File: src/rtl/if_fetch_unit_pkg.sv
// ---- if_fetch_unit_pkg : redirect codes, bus widths and FIFO entry type (rev 1.0) ----
`default_nettype none

package if_fetch_unit_pkg;

  localparam int INST_ADDR_BUS = 32;
  localparam int INST_BUS      = 32;

  localparam logic [INST_ADDR_BUS-1:0] RESET_PC_VAL = 32'hBFC0_0000;

  localparam logic [1:0] JT_SEQ = 2'b00;
  localparam logic [1:0] JT_JR  = 2'b01;
  localparam logic [1:0] JT_J   = 2'b10;
  localparam logic [1:0] JT_BR  = 2'b11;

  typedef struct packed {
    logic [INST_ADDR_BUS-1:0] pc;
    logic [INST_BUS-1:0]      inst;
  } fetch_entry_t;

  function automatic logic [INST_ADDR_BUS-1:0] seq_pc(input logic [INST_ADDR_BUS-1:0] pc);
    return pc + 32'd4;
  endfunction

endpackage

`default_nettype wire

File: src/rtl/ifetch_fifo.sv
// ---- ifetch_fifo : {pc, inst} circular buffer with keep-one selective flush (rev 1.0) ----
`default_nettype none

module ifetch_fifo
  import if_fetch_unit_pkg::*;
#(
  parameter int DEPTH = 2
) (
  input  logic                     clk,
  input  logic                     rst,
  input  logic                     push,
  input  fetch_entry_t             push_data,
  input  logic                     pop,
  input  logic                     flush,
  input  logic [INST_ADDR_BUS-1:0] keep_pc,
  output logic                     keep_hit,
  output logic [$clog2(DEPTH):0]   count,
  output logic                     head_valid,
  output fetch_entry_t             head
);

  localparam int PW = $clog2(DEPTH);
  localparam int CW = PW + 1;

  fetch_entry_t  mem [DEPTH];
  logic [PW-1:0] rd_ptr;
  logic [PW-1:0] wr_ptr;
  logic [PW-1:0] rd_next;
  logic [PW-1:0] wr_base;
  logic [PW-1:0] keep_idx;
  logic [CW-1:0] cnt_base;

  // first live entry, ignoring the one being popped, whose pc matches keep_pc
  always_comb begin
    keep_hit = 1'b0;
    keep_idx = rd_ptr;
    for (int i = 0; i < DEPTH; i++) begin
      if (!keep_hit && (i < int'(count)) && !(pop && (i == 0)) &&
          (mem[rd_ptr + PW'(i)].pc == keep_pc)) begin
        keep_hit = 1'b1;
        keep_idx = rd_ptr + PW'(i);
      end
    end
  end

  assign rd_next = rd_ptr + PW'(pop);

  always_comb begin
    if (flush) begin
      wr_base  = rd_next + PW'(keep_hit);
      cnt_base = CW'(keep_hit);
    end else begin
      wr_base  = wr_ptr;
      cnt_base = count - CW'(pop);
    end
  end

  always_ff @(posedge clk or posedge rst) begin
    if (rst) begin
      rd_ptr <= '0;
      wr_ptr <= '0;
      count  <= '0;
    end else begin
      rd_ptr <= rd_next;
      wr_ptr <= wr_base + PW'(push);
      count  <= cnt_base + CW'(push);
    end
  end

  // storage carries no reset: the head is masked while count is zero
  always_ff @(posedge clk) begin
    if (flush && keep_hit) mem[rd_next] <= mem[keep_idx];
    if (push)              mem[wr_base] <= push_data;
  end

  assign head_valid = (count != '0);
  assign head       = head_valid ? mem[rd_ptr] : '0;

endmodule

`default_nettype wire

File: src/rtl/if_fetch_unit.sv
// ---- if_fetch_unit : fetch PC, single-outstanding imem requests, delay-slot aware redirects (rev 1.0) ----
`default_nettype none

module if_fetch_unit
  import if_fetch_unit_pkg::*;
#(
  parameter logic [INST_ADDR_BUS-1:0] RESET_PC   = RESET_PC_VAL,
  parameter int                       FIFO_DEPTH = 2
) (
  input  logic                     cpu_clk_50M,
  input  logic                     cpu_rst,
  input  logic                     stall,
  input  logic [1:0]               jtsel,
  input  logic [INST_ADDR_BUS-1:0] addr1,
  input  logic [INST_ADDR_BUS-1:0] addr2,
  input  logic [INST_ADDR_BUS-1:0] addr3,
  output logic                     imem_req,
  output logic [INST_ADDR_BUS-1:0] imem_addr,
  input  logic                     imem_gnt,
  input  logic                     imem_rvalid,
  input  logic [INST_BUS-1:0]      imem_rdata,
  output logic                     if_valid_o,
  output logic [INST_ADDR_BUS-1:0] if_pc_o,
  output logic [INST_BUS-1:0]      if_inst_o
);

  localparam int            CW      = $clog2(FIFO_DEPTH) + 1;
  localparam logic [CW-1:0] DEPTH_C = CW'(FIFO_DEPTH);

  logic [INST_ADDR_BUS-1:0] fetch_pc;
  logic [INST_ADDR_BUS-1:0] fetch_pc_nxt;
  logic [INST_ADDR_BUS-1:0] issued_addr;
  logic [INST_ADDR_BUS-1:0] redir_pc;
  logic [INST_ADDR_BUS-1:0] target;
  logic [INST_ADDR_BUS-1:0] dslot_pc;
  logic                     outstanding;
  logic                     discard;
  logic                     redir_pend;
  logic [CW-1:0]            fifo_count;
  fetch_entry_t             head;
  fetch_entry_t             push_data;
  logic                     fire, grant, resp, push, redirect;
  logic                     keep_hit, d_held, case1, case2;

  assign fire     = if_valid_o & ~stall;
  assign redirect = fire & (jtsel != JT_SEQ);
  assign dslot_pc = seq_pc(if_pc_o);

  always_comb begin
    case (jtsel)
      JT_JR:   target = addr3;
      JT_BR:   target = addr2;
      default: target = addr1;
    endcase
  end

  // issue only when the returning word is guaranteed a FIFO slot
  assign imem_req  = ~cpu_rst & ~outstanding & (fifo_count < DEPTH_C);
  assign imem_addr = fetch_pc;
  assign grant     = imem_req & imem_gnt;
  assign resp      = imem_rvalid & outstanding;

  assign d_held = keep_hit | (outstanding & ~discard & (issued_addr == dslot_pc));
  assign case2  = redirect & ~d_held & (fetch_pc == dslot_pc);
  assign case1  = redirect & ~case2;

  assign push      = resp & ~discard & ~(case1 & (issued_addr != dslot_pc));
  assign push_data = '{pc: issued_addr, inst: imem_rdata};

  always_comb begin
    fetch_pc_nxt = fetch_pc;
    if (grant)                      fetch_pc_nxt = redir_pend ? redir_pc : seq_pc(fetch_pc);
    if (case1 || (case2 && grant))  fetch_pc_nxt = target;
  end

  always_ff @(posedge cpu_clk_50M or posedge cpu_rst) begin
    if (cpu_rst) begin
      fetch_pc    <= RESET_PC;
      issued_addr <= '0;
      outstanding <= 1'b0;
      discard     <= 1'b0;
      redir_pend  <= 1'b0;
      redir_pc    <= '0;
    end else begin
      fetch_pc <= fetch_pc_nxt;
      if (grant) begin
        outstanding <= 1'b1;
        issued_addr <= fetch_pc;
      end else if (resp) begin
        outstanding <= 1'b0;
      end
      // a freshly granted non-delay-slot fetch under a redirect is stale at birth
      if (grant)                                                discard <= case1 & (fetch_pc != dslot_pc);
      else if (resp)                                            discard <= 1'b0;
      else if (case1 && outstanding && issued_addr != dslot_pc) discard <= 1'b1;
      if (grant) begin
        redir_pend <= 1'b0;
      end else if (case2) begin
        redir_pend <= 1'b1;
        redir_pc   <= target;
      end
    end
  end

  ifetch_fifo #(
    .DEPTH (FIFO_DEPTH)
  ) u_fifo (
    .clk        (cpu_clk_50M),
    .rst        (cpu_rst),
    .push       (push),
    .push_data  (push_data),
    .pop        (fire),
    .flush      (case1),
    .keep_pc    (dslot_pc),
    .keep_hit   (keep_hit),
    .count      (fifo_count),
    .head_valid (if_valid_o),
    .head       (head)
  );

  assign if_pc_o   = head.pc;
  assign if_inst_o = head.inst;

endmodule

`default_nettype wire

File: config.mk
export PLATFORM = sky130hd
export DESIGN_NAME = if_fetch_unit
export DESIGN_NICKNAME = d
export VERILOG_FILES = /design/src/rtl/if_fetch_unit_pkg.sv /design/src/rtl/ifetch_fifo.sv /design/src/rtl/if_fetch_unit.sv
export SDC_FILE = /design/constraint.sdc
export NUM_CORES = 1
export LEC_CHECK = 0
export ABC_AREA = 1
export BUFFER_PORTS_ARGS = -buffer_cell sky130_fd_sc_hd__buf_2
export CORE_MARGIN = 10
export CORE_UTILIZATION = 59
export CTS_CLUSTER_SIZE = 8
export DETAILED_ROUTE_END_ITERATION = 10
export PLACE_DENSITY = 0.86
export SLEW_MARGIN = 20
export SYNTH_ARGS = -nofsm -noshare
export SYNTH_HDL_FRONTEND = slang
export SYNTH_SLANG_ARGS = --single-unit
File: constraint.sdc
create_clock -name cpu_clk_50M -period 10.04 [get_ports cpu_clk_50M]
set_clock_uncertainty 0.1 [all_clocks]
set_input_delay 1.506 -clock cpu_clk_50M [delete_from_list [all_inputs] [get_ports cpu_clk_50M]]
set_output_delay 1.506 -clock cpu_clk_50M [all_outputs]
set_load 0.01 [all_outputs]
Yosys cells after proc, flatten, opt, wreduce, memory -nomap -nowiden
Memories as Yosys holds them, arrays and structs flattened.
Index checks and enable logic that the tools add are counted.
{"block": "word_totals", "wordCells": 92, "mem_count": 1, "out_inout_bits": 98, "regBits": 103, "mem_bits_rw": 128}
{"name": "u_fifo.mem", "depth": 2, "word_bits": 64, "read_ports": 3, "rd_ports_with_merged_regs": 0, "wr": 2, "line": "ifetch_fifo.sv:25", "rtl": "fetch_entry_t mem [DEPTH];"}
{"block": "op_classes", "eq_ne": 8, "bitwise": 24, "magnitude_cmp": 3, "muxes": 21, "reduce_logical": 18, "n_addsub": 8}
{"operator": "equality test 32 bit", "n": 4}
{"operator": "2-to-1 mux 32 bit", "n": 3}
{"operator": "adder 32 x 3 -> 32 bit, second input constant", "n": 2}
{"operator": "2-to-1 mux 64 bit", "n": 1}
{"operator": "inequality test 32 bit", "n": 2}
{"operator": "one-hot mux 32 bit (2 select lines)", "n": 1}
{"operator": "bitwise AND 1 bit", "n": 15}
{"operator": "2-to-1 mux 1 bit", "n": 15}
{"operator": "nonzero test 2 bit", "n": 5}
{"operator": "logical AND 1 bit", "n": 8}
{"operator": "inverter 1 bit", "n": 8}
{"operator": "< comparator 1 x 2 -> 1 bit, first input constant", "n": 2}
{"operator": "adder 1 bit", "n": 3}
{"operator": "nonzero test 3 bit", "n": 1}
{"operator": "adder 2 x 1 -> 2 bit", "n": 1}
{"operator": "equality test 2 x 1 -> 1 bit, second input constant", "n": 1}
{"operator": "equality test 2 bit, second input constant", "n": 1}
{"operator": "zero test 1 bit", "n": 2}
{"operator": "< comparator 2 bit, second input constant", "n": 1}
{"operator": "2-to-1 mux 2 bit", "n": 1}
{"operator": "AND reduction 2 bit", "n": 1}
{"operator": "subtractor 2 x 1 -> 2 bit", "n": 1}
{"operator": "adder 1 bit, second input constant", "n": 1}
{"operator": "logical OR 1 bit", "n": 1}
{"operator": "OR 1 bit", "n": 1}

Longest topological paths before layout
Gate-level depths: netlist (run 1).
{"block": "depth", "ltp_word": 21, "ltp_mapped": 36}

Cells and area by module
From an unflattened synthesis (run 1), not the netlist that was laid out.
{"block": "unflattened", "hier_cells": 2810, "hier_area_um2": 18310.1}
{"mod": "ifetch_fifo", "cells_per_inst": 1512, "seq_area_each_um2": 3943.8, "area_per_inst_um2": 10236.1, "n_inst": 1}
{"mod": "if_fetch_unit", "cells_per_inst": 1298, "seq_area_each_um2": 2488.6, "area_per_inst_um2": 8074.0, "n_inst": 1}

Least setup slack after synthesis (run 1)
No wires, ideal clock.
{"block": "synth_timing", "path_kind": "register -> register", "startpoint": "reg u_fifo.count[1]", "endpoint": "mem u_fifo.mem[0][0] in the netlist's numbering, enable pin", "required_ns": 9.365, "setup_ns": 0.575, "path_buffers": 4, "arrival_ns": 7.651, "path_stages_with_launch": 22, "slack_ns": 1.714, "synth_period_minus_slack_ns": 8.326, "cell_sequence": "dfrtp_1 -> nor2_4 -> clkinv_4 -> buf_6 -> buf_4 -> buf_2 -> clkbuf_1 -> nand2_1 -> inv_1 -> ha_1 -> nand3_2 -> nor2_4 -> nand2_1 -> nor2_4 -> nand2_1 -> o21ai_2 -> nand2_1 -> xor2_1 -> nand2_1 -> nor2_2 -> nand4_1 -> o21ai_0"}
{"item": "start, declared", "line": "ifetch_fifo.sv:17", "rtl": "output logic [$clog2(DEPTH):0] count,"}
{"item": "start signal, assigned", "line": "ifetch_fifo.sv:66", "rtl": "count <= cnt_base + CW'(push);"}
{"item": "end, declared", "line": "ifetch_fifo.sv:25"}

==> metrics.md, run 1 <==
| Metric | Value |
|---|---|
| Area share of the leading cell type in the synthesized netlist | `22.2%` |
| Netlist area before placement | `17300 sq um` |
| Power density over the cells | `297 nW/um^2` |
| TritonCTS clock tree | `yes` |
| Cell Rows | `62` |
| Worst EP required | `10.09 ns` |
| Total power of the final layout | `5.78 mW` |
| Number of optimization iterations in the first detailed-route pass | `7` |
| Delay of the slowest cell on the worst path | `0.68 ns` |
| Sort of element at the end of the critical path | `flop` |
| Most Frequent Cell on Critical Path | `sky130_fd_sc_hd__nand2_1` |
| Detailed-route wire length | `67200 um` |
| CP max-delay cell | `sky130_fd_sc_hd__dfrtp_4` |
| Signal arrival time at the worst endpoint | `7.41 ns` |
| Hold wc startpoint | `redir_pc[16]$_DFFE_PP0P_` |
| Hold Path Sink | `redir_pc[16]$_DFFE_PP0P_` |
| Number of I/O pins | `233` |
| Count of final hold-check violations | `0` |
| Worst slew margin relative to its limit | `26.9%` |
| Cell count after synthesis | `2584` |
| Total Nets Final | `2891` |
| Overall global routing resource usage | `35.8%` |
| Maximum number of pins on one net before global-route repair | `100` |
| Hold buffer count at CTS | `0` |
| Post-layout minimum cycle time | `7.37 ns` |
| Total via count in the routed design | `19.0k` |
| Type of the setup path with the least slack | `reg -> reg` |
| Sum Neg Setup Slack | `0 ns` |
| Run status | `finished, final reports clean` |
| Post-route DRC violation count | `0` |
| Initial antenna violation count | `0` |
| Fraction of registers with async set or reset after synthesis | `44.6%` |
| Number of distinct library cell variants in the gate-level netlist after synthesis | `51` |
| Top post-synthesis cells by area | `sky130_fd_sc_hd__edfxtp_1 22%, sky130_fd_sc_hd__nand2_1 21%, sky130_fd_sc_hd__dfrtp_1 14%` |
| I/O Buffers | `232` |
| Via count normalized by instance count | `6.01` |
| Worst setup slack for register-to-register paths | `2.67 ns` |
| Worst hold-check path type | `reg -> reg` |
| Type of origin of the critical path | `flop` |
| Top-count cell post-synth | `sky130_fd_sc_hd__nand2_1` |
| Die Width | `191 um` |
| Number of synthesized flops with an enable pin | `128` |
| Slew at the pin closest to its max-slew limit | `1.09 ns` |
| Max Cap Violations | `0` |
| Total nets after synthesis | `2725` |
| Buffers inserted during post-CTS setup optimization | `0` |
| Max Fclk | `136 MHz` |
| HPWL reported at the end of detailed placement | `49700 um` |
| Share of the yosys chip area belonging to registers | `37.2%` |
| Synthesis Warnings | `0` |
| DR WL/cell | `21.3 um` |
| Maximum clock insertion buffer count | `3` |
| Clock transition time at the flip-flop clock pins of the worst setup and hold paths | `0.05 ns` |
| Mapped Avg Cell Area | `6.69 sq um` |
| Final-report setup violation count | `0` |
| Area delta synth->final | `12.6%` |
| Clock net sink count | `231` |
| Max rail drop VDD | `0.222 mV` |
| Part of the cycle the worst path needs | `73.4%` |
| Most used flip-flop cell after synthesis | `sky130_fd_sc_hd__edfxtp_1` |
| Antenna viol nets, final | `0` |
| Initial cell density of the core | `60.1%` |
| Worst Hold Depth | `2` |
| Setup repair after global routing missed its margin | `false` |
| Placeable Area | `28800 sq um` |
| Global-route wire length before repair | `103000 um` |
| Final number of max-transition violations | `0` |
| Root Buffer | `sky130_fd_sc_hd__clkbuf_16` |
| Area leader, netlist | `sky130_fd_sc_hd__edfxtp_1` |
| Number of violations reported at the end of detailed-routing iteration 0 | `2457` |
| Register bit count reported by yosys | `231` |
| Final estimated routing congestion in global placement | `1.06` |
| Most numerous cell types in the synthesized netlist | `948 x sky130_fd_sc_hd__nand2_1, 368 x sky130_fd_sc_hd__nand3_1, 276 x sky130_fd_sc_hd__inv_1, 140 x sky130_fd_sc_hd__nor2_1, 128 x sky130_fd_sc_hd__edfxtp_1` |
| Latest clock arrival within the worst-skew pair | `0.53 ns` |
| Area of the die | `36600 sq um` |
| Launching point of the worst reg2reg path | `u_fifo.rd_ptr$_DFF_PP0_` |
| Resized cells post-CTS | `0` |
| Critical R2R Capture | `u_fifo.mem[1][26]$_DFFE_PP_` |
| Filler Cells Inserted | `2483` |
| Vias in the first global route | `18.3k` |
| Critical Path Fanout Max | `63` |
| Die outline height | `191 um` |
| GRT Residual Overflow | `0` |
| Pleak | `9.77 nW` |
| Fraction of final layout cells with drive strength greater than 1 | `14.6%` |
| CTS buffer count | `35` |
| Clock H-tree levels | `2` |
| Worst r2r path cells | `29` |
report_power, final:
group          switching, mW  internal, mW  total, mW
Clock                  0.450         0.680       1.13
Combinational           2.14         0.895       3.03
Sequential             0.359          1.26       1.62
state kept, by name, indices dropped and copies added, names as in the netlist:
register and cells:
u_fifo.mem 128, imem_addr 32, issued_addr 32, redir_pc 32, u_fifo.count 2, discard 1
outstanding 1, redir_pend 1, u_fifo.rd_ptr 1, u_fifo.wr_ptr 1
logic make-up after synthesis:
family | Yosys count | share of synthesized area [%]
AND/OR/NAND/NOR | 1627 | 41.2
buffers and inverters | 402 | 10.1
AO/OA/AOI/OAI | 273 | 8.73
flip-flops | 231 | 37.2
XOR/XNOR | 31 | 1.57
multiplexers | 14 | 0.810
adder cells (fa/ha/maj) | 6 | 0.434
worst max path at each step:
stage | startpoint | end | cells after the start
final | u_fifo.rd_ptr$_DFF_PP0_ | u_fifo.mem[1][26]$_DFFE_PP_ | 29
after global routing | u_fifo.rd_ptr$_DFF_PP0_ | u_fifo.mem[1][44]$_DFFE_PP_ | 31
after CTS | u_fifo.rd_ptr$_DFF_PP0_ | u_fifo.mem[1][33]$_DFFE_PP_ | 29
after detailed placement | u_fifo.rd_ptr$_DFF_PP0_ | u_fifo.mem[1][37]$_DFFE_PP_ | 29
after global placement | u_fifo.rd_ptr$_DFF_PP0_ | u_fifo.mem[1][36]$_DFFE_PP_ | 29
after floorplan | u_fifo.count[1]$_DFF_PP0_ | u_fifo.mem[0][0]$_DFFE_PP_ | 21
critical path, delay by kind of cell (launching register included):
family | cells | cell delay [ns]
and+or+nand+nor | 20 | 3.24
buffers and inverters | 6 | 2.19
DFF | 1 | 0.68
adders and majority gates | 2 | 0.38
AOI/OAI and AO/OA | 1 | 0.28
cell type report:
class | instances | area (sq um) | area share (%)
inverter | 285 | 1080 | 5.56
clock inverter | 4 | 63.8 | 0.328
clock buffer | 58 | 962 | 4.94
antenna | 1 | 2.50 | 0.0129
multi-input combinational | 1951 | 9170 | 47.1
tap | 384 | 480 | 2.47
timing repair buffer | 246 | 1270 | 6.51
sequential | 231 | 6440 | 33.1
routing by layer:
metal | vias to the layer above | GRT usage (%) | wire length (um)
met5 | - | 0 | 0
met4 | 0 | 19.3 | 3950
met3 | 234 | 6.40 | 6830
met2 | 1249 | 57.9 | 30800
met1 | 8770 | 44.9 | 25600
li1 | 8740 | - | -
layout by cell type, fill, tap and decap left out, types with 3 or more instances in the layout:
cell type and instances:
sky130_fd_sc_hd__xor2_1 28, sky130_fd_sc_hd__nand2_1 947, sky130_fd_sc_hd__inv_2 7, sky130_fd_sc_hd__edfxtp_1 128, sky130_fd_sc_hd__nand3_1 368, sky130_fd_sc_hd__a22oi_1 4, sky130_fd_sc_hd__and2_1 4, sky130_fd_sc_hd__o21ai_2 4
sky130_fd_sc_hd__buf_4 14, sky130_fd_sc_hd__nor2_1 139, sky130_fd_sc_hd__mux2i_1 14, sky130_fd_sc_hd__nand2_2 55, sky130_fd_sc_hd__o21ai_0 116, sky130_fd_sc_hd__nor3_1 17, sky130_fd_sc_hd__xnor2_1 3, sky130_fd_sc_hd__nand3b_1 22
sky130_fd_sc_hd__or2_2 4, sky130_fd_sc_hd__buf_2 232, sky130_fd_sc_hd__ha_1 4, sky130_fd_sc_hd__nor2_2 11, sky130_fd_sc_hd__clkbuf_16 35, sky130_fd_sc_hd__nor4_1 7, sky130_fd_sc_hd__a22o_1 28, sky130_fd_sc_hd__dfrtp_1 93
sky130_fd_sc_hd__nor2_4 9, sky130_fd_sc_hd__nand3_2 5, sky130_fd_sc_hd__clkbuf_1 23, sky130_fd_sc_hd__dfstp_2 9, sky130_fd_sc_hd__o21ai_1 33, sky130_fd_sc_hd__a21oi_1 79, sky130_fd_sc_hd__nand4_1 29, sky130_fd_sc_hd__inv_1 273
metrics by stage:
| stage | utilization [%] | hold WS (ns) | worst slack (ns) | std cells | instance area [sq um] |
|---|---|---|---|---|---|
| finish | 67.6 | 0.386 | 2.67 | 3160 | 19500 |
| global route | 67.6 | 0.402 | 2.33 | 3159 | 19500 |
| CTS | 67.6 | 0.388 | 2.90 | 3159 | 19500 |
| detailed placement | 64.0 | 0.366 | 2.93 | 3097 | 18400 |
| global placement | 64.0 | 0.363 | 3.08 | 3097 | 18400 |
| floorplan | - | 0.350 | 1.71 | 2584 | 17300 |
(Power assumes the default switching activity.)
==> run 2, diff against run 1 <==
Clock period 10.04 ns to 7.24 ns, I/O delays scaled along.
==> metrics.md, run 2 (synthesis gave the netlist of run 1 again) <==
| Metric | Value |
|---|---|
| Vias in the first global route | `17.8k (was 18.3k)` |
| Final cell area excluding filler cells | `19500 sq um (about the same)` |
| Area delta synth->final | `12.9% (was 12.6%)` |
| Resized cells post-CTS | `0 (unchanged)` |
| Via count normalized by instance count | `5.98 (was 6.01)` |
| Type of the setup path with the least slack | `reg -> reg (unchanged)` |
| Root Buffer | `sky130_fd_sc_hd__clkbuf_16 (unchanged)` |
| Worst EP required | `7.37 ns (was 10.09 ns)` |
| Filler Cells Inserted | `2432 (was 2483)` |
| Initial cell density of the core | `60.1% (unchanged)` |
| Clock transition time at the flip-flop clock pins of the worst setup and hold paths | `0.05 ns (about the same)` |
| Final number of max-transition violations | `0 (unchanged)` |
| Max Fclk | `161 MHz (was 136 MHz)` |
| Final estimated routing congestion in global placement | `1.06 (about the same)` |
| Clock net sink count | `231 (unchanged)` |
| Commonest non-fill, non-tap cells in the layout | `947 x sky130_fd_sc_hd__nand2_1, 368 x sky130_fd_sc_hd__nand3_1, 273 x sky130_fd_sc_hd__inv_1 (unchanged)` |
| Hold buffer count at CTS | `0 (unchanged)` |
| Hold Path Sink | `redir_pc[12]$_DFFE_PP0P_ (was redir_pc[16]$_DFFE_PP0P_)` |
| Launching point of the worst reg2reg path | `u_fifo.rd_ptr$_DFF_PP0_ (unchanged)` |
| Critical Path Fanout Max | `66 (was 63)` |
| Clock power frac | `19.8% (was 19.5%)` |
| Combinational fraction of design power | `52.4% (was 52.5%)` |
| Slew at the pin closest to its max-slew limit | `1.13 ns (was 1.09 ns)` |
| Hold wc startpoint | `redir_pc[12]$_DFFE_PP0P_ (was redir_pc[16]$_DFFE_PP0P_)` |
| Internal power contribution | `3.97 mW (was 2.83 mW)` |
| Fraction of power spent switching nets | `50.8% (was 51.0%)` |
| Count of final hold-check violations | `0 (unchanged)` |
| Maximum number of pins on one net before global-route repair | `67 (was 100)` |
| Total via count in the routed design | `18.9k (was 19.0k)` |
| DR WL/cell | `21.4 um (was 21.3 um)` |
| Final worst-path setup slack | `1.02 ns (was 2.67 ns)` |
| Detailed-route wire length | `67600 um (was 67200 um)` |
| Layout Cells excl Fill | `3163 (was 3160)` |
| Cell Rows | `62 (unchanged)` |
| Power density over the cells | `414 nW/um^2 (was 297 nW/um^2)` |
| Setup repair after global routing missed its margin | `false (unchanged)` |
| Antenna Cells | `0 (was 1)` |
| Antenna viol nets, final | `0 (unchanged)` |
| Worst hold-check path type | `reg -> reg (unchanged)` |
| Post-layout minimum cycle time | `6.22 ns (was 7.37 ns)` |
| Max FFs per register | `128 (unchanged)` |
| Number of optimization iterations in the first detailed-route pass | `6 (was 7)` |
| Largest Register | `u_fifo.mem (unchanged)` |
| Worst Setup Slack post-DPL | `1.27 ns (was 2.93 ns)` |
| Final standard cell utilization of the core | `67.8% (was 67.6%)` |
| Area after DPL | `18500 sq um (was 18400 sq um)` |
| Maximum clock insertion buffer count | `3 (unchanged)` |
| Number of violations reported at the end of detailed-routing iteration 0 | `2432 (was 2457)` |
| Fraction of final layout cells with drive strength greater than 1 | `14.8% (was 14.6%)` |
| Area of the die | `36600 sq um (unchanged)` |
| Type of origin of the critical path | `flop (unchanged)` |
| Register share of total power | `27.7% (was 28.0%)` |
| Post-route DRC violation count | `0 (unchanged)` |
| Die outline height | `191 um (unchanged)` |
| Pleak | `9.81 nW (was 9.77 nW)` |
| TritonCTS clock tree | `yes (unchanged)` |
| Placeable Area | `28800 sq um (unchanged)` |
| Worst setup slack for register-to-register paths | `1.02 ns (was 2.67 ns)` |
| Die Width | `191 um (unchanged)` |
| Worst Hold Depth | `2 (unchanged)` |
| Part of the cycle the worst path needs | `85.9% (was 73.4%)` |
| Clock H-tree levels | `2 (unchanged)` |
| Sort of element at the end of the critical path | `flop (unchanged)` |
| Sum Neg Setup Slack | `0 ns (unchanged)` |
| Total Nets Final | `2898 (was 2891)` |
| Global-route wire length before repair | `103000 um (about the same)` |
| GRT Residual Overflow | `0 (unchanged)` |
| Run status | `finished, final reports clean (unchanged)` |
| Max rail drop VDD | `0.200 mV (was 0.222 mV)` |
| Net switching power | `4.10 mW (was 2.94 mW)` |
| Final-report setup violation count | `0 (unchanged)` |
| CTS buffer count | `35 (unchanged)` |
| Worst r2r path cells | `25 (was 29)` |
| Signal arrival time at the worst endpoint | `6.34 ns (was 7.41 ns)` |
| HPWL reported at the end of detailed placement | `50400 um (was 49700 um)` |
| Worst slew margin relative to its limit | `24.2% (was 26.9%)` |
| I/O Buffers | `232 (unchanged)` |
| Critical R2R Capture | `u_fifo.mem[0][33]$_DFFE_PP_ (was u_fifo.mem[1][26]$_DFFE_PP_)` |
| Latest clock arrival within the worst-skew pair | `0.54 ns (was 0.53 ns)` |
| Leading cell type in the layout, fill and taps excluded | `sky130_fd_sc_hd__nand2_1 (unchanged)` |
| Max Cap Violations | `0 (unchanged)` |
| Number of I/O pins | `233 (unchanged)` |
| Cell total after placement | `3104 (was 3097)` |
| Overall global routing resource usage | `36.1% (was 35.8%)` |
| Initial antenna violation count | `2 (was 0)` |
| Buffers inserted during post-CTS setup optimization | `0 (unchanged)` |
==> run 2: cell count changes in the layout (fill, tap and decap cells not counted) <==
cell / before / now
sky130_fd_sc_hd__clkbuf_1: 23 / 20
sky130_fd_sc_hd__diode_2: 1 / 0
sky130_fd_sc_hd__nor2_2: 11 / 12
sky130_fd_sc_hd__clkinv_2: 1 / 0
sky130_fd_sc_hd__buf_4: 14 / 21
sky130_fd_sc_hd__nor2_4: 9 / 8
sky130_fd_sc_hd__bufinv_16: 1 / 2
==> run 2: metrics by stage <==
stage | hold WS, ns | total power, mW
2_1_floorplan | 0.350 | 4.91
3_3_place_gp | 0.363 | 6.25
3_5_place_dp | 0.370 | 6.33
4_1_cts | 0.382 | 7.94
5_1_grt | 0.407 | 8.54
6_report | 0.383 | 8.07
==> run 2: power groups by stage <==
stage	registers [mW]	clock network [mW]	logic, mW
2_1_floorplan	2.02	0	2.89
3_3_place_gp	2.22	0	4.03
3_5_place_dp	2.23	0	4.11
4_1_cts	2.21	1.59	4.14
5_1_grt	2.25	1.65	4.64
6_report	2.24	1.60	4.23
==> run 2: metal layers <==
metal	track usage, %	vias to the layer above	part of all wire (%)
met4	18.0	4	5.3
met3	6.89	207	11
li1	-	8745	-
met5	0	-	0.034
met2	57.0	1320	45
met1	46.6	8624	38
==> run 2: cell type report <==
cell class                      instances  area (sq um)  share of cell area (%)
Inverter                              285          1080                    5.54
Sequential cell                       231          6440                    33.0
Clock inverter                          4          88.8                   0.455
Tap cell                              384           480                    2.46
Multi-Input combinational cell       1951          9160                    46.9
Clock buffer                           55           951                    4.87
Timing Repair Buffer                  253          1320                    6.76
==> run 2: how the worst max path moves through the flow <==
stage / from / to / slack, ns / cells past startpoint
2_1_floorplan: u_fifo.count[1]$_DFF_PP0_ / u_fifo.mem[0][0]$_DFFE_PP_ / -1.09 / 21
3_3_place_gp: u_fifo.rd_ptr$_DFF_PP0_ / u_fifo.mem[0][32]$_DFFE_PP_ / 1.33 / 25
6_report: u_fifo.rd_ptr$_DFF_PP0_ / u_fifo.mem[0][33]$_DFFE_PP_ / 1.02 / 25
5_1_grt: u_fifo.rd_ptr$_DFF_PP0_ / u_fifo.mem[0][43]$_DFFE_PP_ / 0.67 / 30
3_5_place_dp: u_fifo.rd_ptr$_DFF_PP0_ / u_fifo.mem[0][33]$_DFFE_PP_ / 1.27 / 25
4_1_cts: u_fifo.rd_ptr$_DFF_PP0_ / u_fifo.mem[0][33]$_DFFE_PP_ / 1.23 / 25
==> run 2: worst max-delay path: stages, from the launching register on <==
cell	delay (ns)
sky130_fd_sc_hd__dfrtp_4	0.67
sky130_fd_sc_hd__inv_2	0.64
sky130_fd_sc_hd__nand2_1	0.12
sky130_fd_sc_hd__nand2_1	0.18
sky130_fd_sc_hd__nand2_2	0.16
sky130_fd_sc_hd__inv_1	0.12
sky130_fd_sc_hd__ha_1	0.20
sky130_fd_sc_hd__nand4_1	0.26
sky130_fd_sc_hd__nor2_2	0.39
sky130_fd_sc_hd__nand2_1	0.14
sky130_fd_sc_hd__nand2_1	0.17
sky130_fd_sc_hd__nand2_1	0.10
sky130_fd_sc_hd__nand2_1	0.10
sky130_fd_sc_hd__nand2_1	0.07
sky130_fd_sc_hd__nor2_1	0.44
sky130_fd_sc_hd__nand3_1	0.14
sky130_fd_sc_hd__nor2_1	0.22
sky130_fd_sc_hd__nand3_2	0.18
sky130_fd_sc_hd__nand2_2	0.13
sky130_fd_sc_hd__nor2_1	0.07
sky130_fd_sc_hd__nor2_1	0.11
sky130_fd_sc_hd__nand2_1	0.10
sky130_fd_sc_hd__ha_2	0.19
sky130_fd_sc_hd__inv_2	0.07
sky130_fd_sc_hd__buf_4	0.63
sky130_fd_sc_hd__o21ai_0	0.17
